## src/rtl/bcd_time_keeper.sv

```systemverilog
// Time-of-day keeper: BCD HH:MM:SS (24 h) advanced by a 1 Hz tick, validated time/alarm
// loads, and a two-state alarm ring machine with optional tick-counted auto-stop.
module bcd_time_keeper #(
    parameter int unsigned RING_TIMEOUT_S = 60,
    parameter int unsigned RING_CNT_W     = 8
) (
    input  logic        clk,
    input  logic        reset,
    input  logic        tick,
    input  logic        set_time,
    input  logic [23:0] set_val,
    input  logic        set_alarm,
    input  logic [15:0] alarm_val,
    input  logic        alarm_en,
    input  logic        alarm_ack,
    output logic [23:0] time_bcd,
    output logic [15:0] alarm_bcd,
    output logic        ringing,
    output logic        min_tick,
    output logic        set_err
);

    typedef enum logic [0:0] {StIdle, StRinging} ring_state_e;

    localparam logic                  TimeoutOn = (RING_TIMEOUT_S != 0);
    localparam logic [RING_CNT_W-1:0] RingLimit = RING_CNT_W'(RING_TIMEOUT_S);

    // Packing {Ht,Hu,Mt,Mu,St,Su}; an alarm is checked as {alarm,8'h00}.
    function automatic logic time_is_valid(input logic [23:0] t);
        logic [3:0] ht, hu, mt, mu, st, su;
        {ht, hu, mt, mu, st, su} = t;
        return (ht <= 4'd2) && (hu <= 4'd9) && !((ht == 4'd2) && (hu > 4'd3)) &&
               (mt <= 4'd5) && (mu <= 4'd9) && (st <= 4'd5) && (su <= 4'd9);
    endfunction

    function automatic logic [23:0] bcd_inc(input logic [23:0] t);
        logic [3:0] ht, hu, mt, mu, st, su;
        {ht, hu, mt, mu, st, su} = t;
        if (su != 4'd9) begin
            su = su + 4'd1;
        end else begin
            su = 4'd0;
            if (st != 4'd5) begin
                st = st + 4'd1;
            end else begin
                st = 4'd0;
                if (mu != 4'd9) begin
                    mu = mu + 4'd1;
                end else begin
                    mu = 4'd0;
                    if (mt != 4'd5) begin
                        mt = mt + 4'd1;
                    end else begin
                        mt = 4'd0;
                        if ((ht == 4'd2) && (hu == 4'd3)) begin
                            ht = 4'd0;
                            hu = 4'd0;
                        end else if (hu == 4'd9) begin
                            hu = 4'd0;
                            ht = ht + 4'd1;
                        end else begin
                            hu = hu + 4'd1;
                        end
                    end
                end
            end
        end
        return {ht, hu, mt, mu, st, su};
    endfunction

    logic [23:0]           time_q, time_d, time_inc;
    logic [15:0]           alarm_q, alarm_d;
    ring_state_e           state_q, state_d;
    logic [RING_CNT_W-1:0] ring_cnt_q, ring_cnt_d, ring_cnt_inc;
    logic                  min_tick_q, min_tick_d;
    logic                  set_err_q, set_err_d;
    logic                  time_load_ok, alarm_load_ok, time_adv, alarm_hit;

    // Datapath: loads, time advance and the alarm match condition.
    always_comb begin
        time_inc      = bcd_inc(time_q);
        time_load_ok  = set_time && time_is_valid(set_val);
        alarm_load_ok = set_alarm && time_is_valid({alarm_val, 8'h00});
        // A valid load swallows a coincident tick; an invalid one does not.
        time_adv      = tick && !time_load_ok;
        alarm_hit     = time_adv && alarm_en && (time_inc == {alarm_q, 8'h00});

        time_d = time_q;
        if (time_load_ok) begin
            time_d = set_val;
        end else if (time_adv) begin
            time_d = time_inc;
        end

        alarm_d = alarm_q;
        if (alarm_load_ok) begin
            alarm_d = alarm_val;
        end

        min_tick_d = time_adv && (time_inc[7:0] == 8'h00);
        set_err_d  = (set_time && !time_load_ok) || (set_alarm && !alarm_load_ok);
    end

    // Alarm ring state machine.
    always_comb begin
        state_d      = state_q;
        ring_cnt_d   = ring_cnt_q;
        ring_cnt_inc = ring_cnt_q + RING_CNT_W'(1);
        unique case (state_q)
            StIdle: begin
                if (alarm_hit) begin
                    state_d    = StRinging;
                    ring_cnt_d = '0;
                end
            end
            StRinging: begin
                if (alarm_ack || !alarm_en) begin
                    state_d = StIdle;
                end else if (tick) begin
                    ring_cnt_d = ring_cnt_inc;
                    if (TimeoutOn && (ring_cnt_inc == RingLimit)) begin
                        state_d = StIdle;
                    end
                end
            end
            default: state_d = StIdle;
        endcase
    end

    always_ff @(posedge clk) begin
        if (reset) begin
            time_q     <= 24'h000000;
            alarm_q    <= 16'h0000;
            state_q    <= StIdle;
            ring_cnt_q <= '0;
            min_tick_q <= 1'b0;
            set_err_q  <= 1'b0;
        end else begin
            time_q     <= time_d;
            alarm_q    <= alarm_d;
            state_q    <= state_d;
            ring_cnt_q <= ring_cnt_d;
            min_tick_q <= min_tick_d;
            set_err_q  <= set_err_d;
        end
    end

    assign time_bcd  = time_q;
    assign alarm_bcd = alarm_q;
    assign ringing   = (state_q == StRinging);
    assign min_tick  = min_tick_q;
    assign set_err   = set_err_q;

endmodule

```

## config.mk

```make
export PLATFORM = sky130hd
export DESIGN_NAME = bcd_time_keeper
export DESIGN_NICKNAME = d
export VERILOG_FILES = /design/src/rtl/bcd_time_keeper.sv
export SDC_FILE = /design/constraint.sdc
export NUM_CORES = 1
export LEC_CHECK = 0
export ABC_AREA = 1
export CAP_MARGIN = 20
export CORE_UTILIZATION = 45
export CTS_CLUSTER_SIZE = 40
export DETAILED_ROUTE_END_ITERATION = 10
export HOLD_SLACK_MARGIN = 0.06
export PLACE_DENSITY = 0.75
export SYNTH_ARGS = -nofsm -noshare
export SYNTH_HDL_FRONTEND = slang
export SYNTH_SLANG_ARGS = --single-unit
```

## constraint.sdc

```tcl
create_clock -name clk -period 5.8 [get_ports clk]
set_clock_uncertainty 0.2 [all_clocks]
set_input_delay 1.16 -clock clk [delete_from_list [all_inputs] [get_ports clk]]
set_output_delay 1.16 -clock clk [all_outputs]
set_load 0.03 [all_outputs]
```

; After elaboration in Yosys (flattened, before gate mapping)
; Index checks and enable logic that the tools add are counted.
; Widths: inputs -> output; s select.
[word_totals]
ff_bits = 51
out_inout_bits = 43
inputBits = 47
[op_classes]
bitwise = 1
n_lt_le_gt_ge = 12
reduce_logical = 31
addsub = 7
eq_ne = 14
mux = 33
[op_table]
columns = operator, n
row1 = $mux 4, 22
row2 = $mux 24, 2
row3 = $add 4x1->4 const B, 6
row4 = $eq 24x24->1, 1
row5 = $mux 8, 3
row6 = $logic_and 1x1->1, 21
row7 = $le 4x4->1 const B, 5
row8 = $eq 4x2->1 const B, 4
row9 = $pmux 8 s2, 1
row10 = $le 4x3->1 const B, 3
row11 = $add 8x1->8 const B, 1
row12 = $eq 8x6->1 const B, 1
row13 = $gt 4x2->1 const B, 2
row14 = $le 4x2->1 const B, 2
row15 = $logic_not 8->1, 1
row16 = $ne 4x3->1 const B, 2
row17 = $ne 4x4->1 const B, 2
row18 = $ne 2x2->1 const B, 3
row19 = $logic_not 1->1, 5
row20 = $eq 4x4->1 const B, 1
row21 = $mux 1, 4
row22 = $reduce_and 3->1, 1
row23 = $logic_or 1x1->1, 2
row24 = $pmux 1 s2, 1
row25 = 2 further kinds, 2

; Logic depth before layout (Yosys ltp)
; Gate-level depths: netlist of the first run.
[logic_depth]
word_depth = 15
mapped_depth = 21
mapped_depth_nobuf = 19

; Worst setup path before layout of the first run
; Ideal clock, no wire load.
[synth_path]
kind = input -> register
startpoint = in set_val[9]
endpoint = reg ring_cnt_q[0]
setup_slack_ns = 3.034
cell_stages = 15
n_path_buf = 1
setup_time_ns = 0.115
t_arrival_ns = 2.451
path_cell_list = o21ai_0 -> nand2_1 -> nor2_1 -> nand3_1 -> nand2_1 -> nor2_1 -> nand2_1 -> nor2_1 -> nand2_1 -> nor2_2 -> nand2_2 -> nand2_4 -> buf_6 -> a21oi_1 -> nor2_1
[synth_between]
elab_chain_cells = 11
[synth_rtl]
columns = item, line
row1 = from (decl), 11  ; input logic [23:0] set_val,
row2 = $le 4x4->1, 33  ; (mt <= 4'd5) && (mu <= 4'd9) && (st <= 4'd5) && (su <= 4'd9);
row3 = $logic_and 1x1->1 (3 in a row), 33
row4 = $logic_and 1x1->1, 82  ; time_load_ok = set_time && time_is_valid(set_val);
row5 = $logic_not 1->1, 85  ; time_adv = tick && !time_load_ok;
row6 = $logic_and 1x1->1, 85
row7 = $logic_and 1x1->1 (2 in a row), 86  ; alarm_hit = time_adv && alarm_en && (time_inc == {alarm_q, 8'h00});
row8 = $ne 2x2->1 (no source line), --
row9 = $reduce_and 3->1 (no source line), --
row10 = to (signal assigned), 142  ; ring_cnt_q <= ring_cnt_d;
row11 = to (decl), 74  ; logic [RING_CNT_W-1:0] ring_cnt_q, ring_cnt_d, ring_cnt_inc;
; No other way between the ends.
; A chain may end at the register's enable or synchronous reset.

; Final worst setup path of the first run
[layout_path]
startpoint = in set_val[1]
endpoint = reg time_q[3] (netlist: time_bcd[3])
[layout_between]
elab_chain_cells = 6
[layout_rtl]
columns = item, line
row1 = $le 4x4->1 *, 33
row2 = $logic_and 1x1->1 *, 33
row3 = $logic_and 1x1->1 *, 82
row4 = $logic_not 1->1, 85
row5 = $logic_and 1x1->1, 85
row6 = $reduce_bool 2->1 (no source line), --
row7 = to (signal assigned), 139  ; time_q <= time_d;
row8 = to (decl), 71  ; logic [23:0] time_q, time_d, time_inc;
; Every way passes the cells marked *; elsewhere a longest branch is shown, timed or not.

==> results of run 1 <==
state kept, by name, summed over array words and instances, names as in the netlist:
signal / flops
time_bcd: 24
set_err: 1
ringing: 1
min_tick: 1
ring_cnt_q: 8
alarm_bcd: 16
stage by stage:
stage                     std cells  power [mW]  area (um2)  hold WS [ns]  setup slack [ns]
after global placement          733       0.466        4420         0.268              1.99
after detailed placement        733       0.468        4420         0.274              1.88
after global routing            741       0.746        4530         0.310              1.96
final                           741       0.719        4530         0.291              2.20
after CTS                       741       0.722        4530         0.291              2.20
after floorplan                 561       0.416        3480         0.252              3.03
power breakdown:
part	leakage [nW]	switching [mW]	internal, mW
logic	1.45	0.0504	0.0475
registers	0.412	0.00669	0.356
clock network	0.0581	0.130	0.129
total	1.92	0.187	0.532
layout by cell type (no fill, tap or decap), drive strengths merged, types with 8 or more instances in the layout:
master	count
nor3	8
clkdlybuf4s50	89
nor2	68
nand4	12
o21ai	35
a21oi	32
inv	68
ha	10
nand2	168
nand3	58
dfxtp	51
synth_stat cells, types with 2 or more instances:
cell / instances / area share (%)
nand2_1: 163 / 18
o22ai_1: 3 / 0.54
xor2_1: 7 / 1.8
nor2_4: 5 / 1.6
inv_2: 7 / 0.75
o21bai_1: 2 / 0.43
nand3b_1: 2 / 0.43
a221oi_1: 3 / 0.75
buf_6: 2 / 0.65
nand4_1: 11 / 2.0
o21ai_1: 2 / 0.29
nand2_2: 4 / 0.72
nor2_1: 60 / 6.5
inv_1: 61 / 6.6
and3_1: 2 / 0.36
a21oi_1: 32 / 4.6
nor2_2: 2 / 0.36
ha_1: 10 / 3.6
clkinv_1: 2 / 0.22
nor3_1: 8 / 1.2
nand3_2: 3 / 0.86
clkbuf_1: 11 / 1.2
nand3_1: 54 / 7.8
dfxtp_1: 51 / 29
a31oi_1: 5 / 0.90
o21ai_0: 33 / 4.7
layout make-up:
class / count / share of cell area, %
Multi-Input combinational cell: 424 / 46.8
Timing Repair Buffer: 89 / 19.7
Clock inverter: 3 / 0.967
Clock buffer: 5 / 1.52
Inverter: 70 / 5.80
Tap cell: 99 / 2.74
Sequential cell: 51 / 22.5
worst register-to-register path, cell delays in order, from the launching register on:
cell,delay (ns)
dfxtp_1,0.36
inv_1,0.14
ha_1,0.21
nand2_1,0.10
nor2_4,0.26
nand3_4,0.19
nor2_4,0.18
nand2_1,0.10
nand2_1,0.13
nand2_1,0.06
nand2_1,0.06
nand3_1,0.10
nor2_1,0.18
nand2_2,0.10
nand2_4,0.16
nand3_1,0.11
nand2_1,0.10
nor2_1,0.05
worst max-delay path by stage:
stage	start	cells past startpoint	to
after floorplan	set_val[9]	15	ring_cnt_q[0]
after global placement	set_val[1]	9	time_bcd[3]
after detailed placement	set_val[1]	9	time_bcd[3]
after CTS	set_val[1]	9	time_bcd[3]
after global routing	set_val[1]	9	time_bcd[3]
final	set_val[1]	9	time_bcd[3]
cell families (layout without fill, tap and decap cells):
kind of cell | Yosys count | after routing | share of synthesized area (%)
xor gates and xnor gates | 8 | 8 | 2.01
DFF | 51 | 51 | 29.3
adders and majority gates | 10 | 10 | 3.59
buffers and inverters | 86 | 167 | 9.85
and+or+nand+nor | 320 | 320 | 41.4
AOI/OAI and AO/OA | 86 | 86 | 13.8
routing by layer:
metal	part of all wire (%)	track usage, %
met1	46	34.5
met2	45	41.3
met3	6.9	5.41
met4	1.9	8.20
met5	0	0
==> impl_metrics.env, run 1 <==
export IMPL_pin_count=90
export IMPL_crit_buf_inv=2
export IMPL_fill_cells=701
export IMPL_synth_edf_count=0
export IMPL_critical_path_max_fanout=15
export IMPL_synth_cell_types=42
export IMPL_vias=3925
export IMPL_multi_input_area_um2=2120
export IMPL_synth_seq_area_share_pct=29.3
export IMPL_outcome="completed"
export IMPL_hp_class="reg2reg"
export IMPL_grt_max_degree=34
export IMPL_power_density_nw_per_um2=159
export IMPL_clkSinkCount=51
export IMPL_holdPathEnd="alarm_bcd[14]"
export IMPL_peakVddDrop_uv=85.2
export IMPL_setup_violations=0
export IMPL_tightest_slew_ns=0.967
export IMPL_n_antenna_cell=0
export IMPL_route_detailed_drc=0
export IMPL_hpwlAfterDp_um=7720
export IMPL_finalCriticalPeriod_ns=3.60
export IMPL_crit_arrival_ns=3.58
export IMPL_syn_nets=618
export IMPL_ant_nets=0
export IMPL_first_pass_iters=4
export IMPL_grt_antenna_before_repair=0
export IMPL_cts_root_to_sink_buffers=2
export IMPL_hp_start="alarm_bcd[14]"
export IMPL_fmax_ghz=0.278
export IMPL_slowest_delay_ns=0.51
export IMPL_grt_pass1_wl_um=16800
export IMPL_netlist_area_um2=3480
export IMPL_crit_required_ns=5.78
export IMPL_relSlewSlack_pct=35.5
export IMPL_critical_path_class="in2reg"
export IMPL_setup_tns_ns=0
export IMPL_syn_to_final_growth_pct=30.1
export IMPL_path_cells="clkdlybuf4s50_1, o21ai_0, nand2_1, nor2_1, nand3_1, nand2_1, clkinv_1, a221oi_1, nor2_1"
export IMPL_post_cts_buffers=0
export IMPL_fp_dieW_um=90.0
export IMPL_synthArstFlopShare_pct=0
export IMPL_cpLargestDelayFamily="simple AND/OR/NAND/NOR gates"
export IMPL_clockRootBuffer="clkbuf_8"
export IMPL_num_nets_final=698
export IMPL_clk_pin_slew_ns=0.10
export IMPL_grt_pass1_vias=3626
export IMPL_viasPerCell=5.30
export IMPL_cts_buffers=5
export IMPL_post_cts_resized=0
export IMPL_cap_violations=0
export IMPL_power_leakage_nw=1.92
export IMPL_final_max_slew_viol_count=0
export IMPL_r2r_start="time_bcd[9]"
export IMPL_cp_start_kind="input port"
export IMPL_yosys_warnings=0
export IMPL_finalCritPeriodShare_pct=62.1
export IMPL_syn_instance_count=561
export IMPL_die_h_um=90.0
export IMPL_die_area_um2=8090
export IMPL_r2r_setup_slack_ns=2.92
export IMPL_wire_per_inst_um=13.7
export IMPL_regArea_um2=1020
export IMPL_clkLatencyLatePin_ns=0.32
export IMPL_end_kind="register"
export IMPL_hold_viol_final=0
export IMPL_io_buffers=89
export IMPL_rsz0062_at_grt="no"
export IMPL_whs_path_depth=2
export IMPL_design_core_area_um2=7370
export IMPL_synth_flop_cell="dfxtp_1"
export IMPL_syn_avg_cell_area_um2=6.20
export IMPL_drive_above_1_share_pct=5.45
export IMPL_grt_usage_pct=25.7
export IMPL_yosys_register_bits=51
export IMPL_fin_util_pct=61.4
export IMPL_cts_hold_buf=0
export IMPL_place_congestion=0.934
export IMPL_wirelength_um=10200
export IMPL_cts_tree="done"
export IMPL_reg2reg_depth=17
export IMPL_timing_rr_end="ring_cnt_q[5]"
export IMPL_cp_slowest_cell="nand2_1"
export IMPL_cts_htree_levels=2
export IMPL_gr_total_overflow=0
export IMPL_num_rows=31
export IMPL_drtIter0Drc=210
export IMPL_initial_utilization_pct=47.2
Note: power is estimated with default switching activity, not from simulation.
==> inputs of run 2 (changes only) <==
==> constraint.sdc (replaced) <==
create_clock -name clk -period 3.63 [get_ports clk]
set_clock_uncertainty 0.2 [all_clocks]
set_input_delay 0.726 -clock clk [delete_from_list [all_inputs] [get_ports clk]]
set_output_delay 0.726 -clock clk [all_outputs]
set_load 0.03 [all_outputs]
==> impl_metrics.env, run 2 (synthesized netlist as in run 1, its figures left out) <==
export IMPL_fp_dieW_um=90.0
export IMPL_cts_buffers=5
export IMPL_initial_utilization_pct=47.2
export IMPL_cap_violations=0
export IMPL_fill_cells=706
export IMPL_finalPower_mw=1.07
export IMPL_grt_pass1_wl_um=16300
export IMPL_die_h_um=90.0
export IMPL_hpwlAfterDp_um=7690
export IMPL_peakVddDrop_uv=142
export IMPL_viasPerCell=5.23
export IMPL_tightest_slew_ns=0.711
export IMPL_grt_antenna_before_repair=0
export IMPL_route_detailed_drc=0
export IMPL_cts_hold_buf=0
export IMPL_clkSinkCount=51
export IMPL_setup_violations=0
export IMPL_crit_required_ns=3.63
export IMPL_final_cell_mix="nand2_1, clkdlybuf4s50_1, inv_1"
export IMPL_cts_tree="done"
export IMPL_wirelength_um=10100
export IMPL_pin_count=90
export IMPL_grt_pass1_vias=3408
export IMPL_die_area_um2=8090
export IMPL_post_cts_buffers=0
export IMPL_end_kind="register"
export IMPL_fin_ws_ns=0.795
export IMPL_critical_path_class="reg2reg"
export IMPL_finalNonFillerCells=747
export IMPL_path_cells="inv_1, ha_1, nand2_1, nor2_4, nand3_4, nor2_4, nand2_1, nand2_1, nand2_1, nand2_1, nand3_1, nor2_1, nand2_2, nand2_4, nand3_1, nand2_1, nor2_1"
export IMPL_pre_cts_ws_ns=0.586
export IMPL_crit_arrival_ns=2.84
export IMPL_design_core_area_um2=7370
export IMPL_cts_root_to_sink_buffers=2
export IMPL_slowest_delay_ns=0.36
export IMPL_io_buffers=89
export IMPL_power_leakage_nw=1.93
export IMPL_cp_start_kind="register"
export IMPL_num_rows=31
export IMPL_relSlewSlack_pct=52.6
export IMPL_post_cts_resized=0
export IMPL_grt_max_degree=28
export IMPL_num_nets_final=704
export IMPL_clockRootBuffer="clkbuf_8"
export IMPL_whs_ns=0.289
export IMPL_final_common_cell="nand2_1"
export IMPL_hold_viol_final=0
export IMPL_first_pass_iters=5
export IMPL_outcome="completed"
export IMPL_place_inst=739
export IMPL_ant_nets=0
export IMPL_placed_area_um2=4460
export IMPL_fin_area_um2=4540
export IMPL_setup_tns_ns=0
export IMPL_finalCritPeriodShare_pct=78.1
export IMPL_clk_pin_slew_ns=0.10
export IMPL_fmax_ghz=0.353
export IMPL_n_antenna_cell=0
export IMPL_final_max_slew_viol_count=0
export IMPL_cp_common_cell="nand2_1"
export IMPL_wire_per_inst_um=13.5
export IMPL_place_congestion=0.965
export IMPL_grt_usage_pct=24.7
export IMPL_fin_util_pct=61.6
export IMPL_clkLatencyLatePin_ns=0.30
export IMPL_drtIter0Drc=227
export IMPL_power_density_nw_per_um2=235
export IMPL_syn_to_final_growth_pct=30.5
export IMPL_critical_path_max_fanout=17
export IMPL_gr_total_overflow=0
export IMPL_drive_above_1_share_pct=6.02
export IMPL_largest_reg_flops=24
export IMPL_cts_htree_levels=2
export IMPL_vias=3906
export IMPL_hp_class="reg2reg"
export IMPL_cp_slowest_cell="dfxtp_1"
export IMPL_rsz0062_at_grt="no"
export IMPL_finalCriticalPeriod_ns=2.84
run 2: critical path: cells and delay by family, from the launching register on:
kind	cells	cell delay (ns)
adder cells (fa/ha/maj)	1	0.19
flip-flops	1	0.36
AND/OR/NAND/NOR	15	1.86
buffers and inverters	1	0.13
run 2: layer usage:
layer	vias up	share of wire, %	global-route usage, %
met5	-	0	0
met4	0	1.2	4.84
met3	12	7.8	4.23
met2	148	46	41.2
met1	1750	45	33.5
li1	1996	-	-
run 2: final timing paths:
check           startpoint       endpoint  slack, ns  cells past startpoint
max reg2reg    time_bcd[9]  ring_cnt_q[4]       0.79                     17
min          alarm_bcd[14]  alarm_bcd[14]       0.29                      2
min reg2reg  alarm_bcd[14]  alarm_bcd[14]       0.29                      2
max            time_bcd[9]  ring_cnt_q[4]       0.79                     17
run 2: final cells by class:
class                   count  area [um2]  share of cell area (%)
clock buffers               7        76.3                    1.68
clock inverters             1        5.00                   0.110
inverters                  70         263                    5.79
multi-input cells         424        2120                    46.6
flip-flops and latches     51        1020                    22.5
well taps                  99         124                    2.73
repair buffers             95         936                    20.6
run 2: power breakdown:
| part | internal (mW) | total, mW | switching, mW |
|---|---|---|---|
| Clock | 0.136 | 0.330 | 0.194 |
| Sequential | 0.568 | 0.579 | 0.0106 |
| Combinational | 0.0787 | 0.159 | 0.0800 |
| Total | 0.783 | 1.07 | 0.284 |
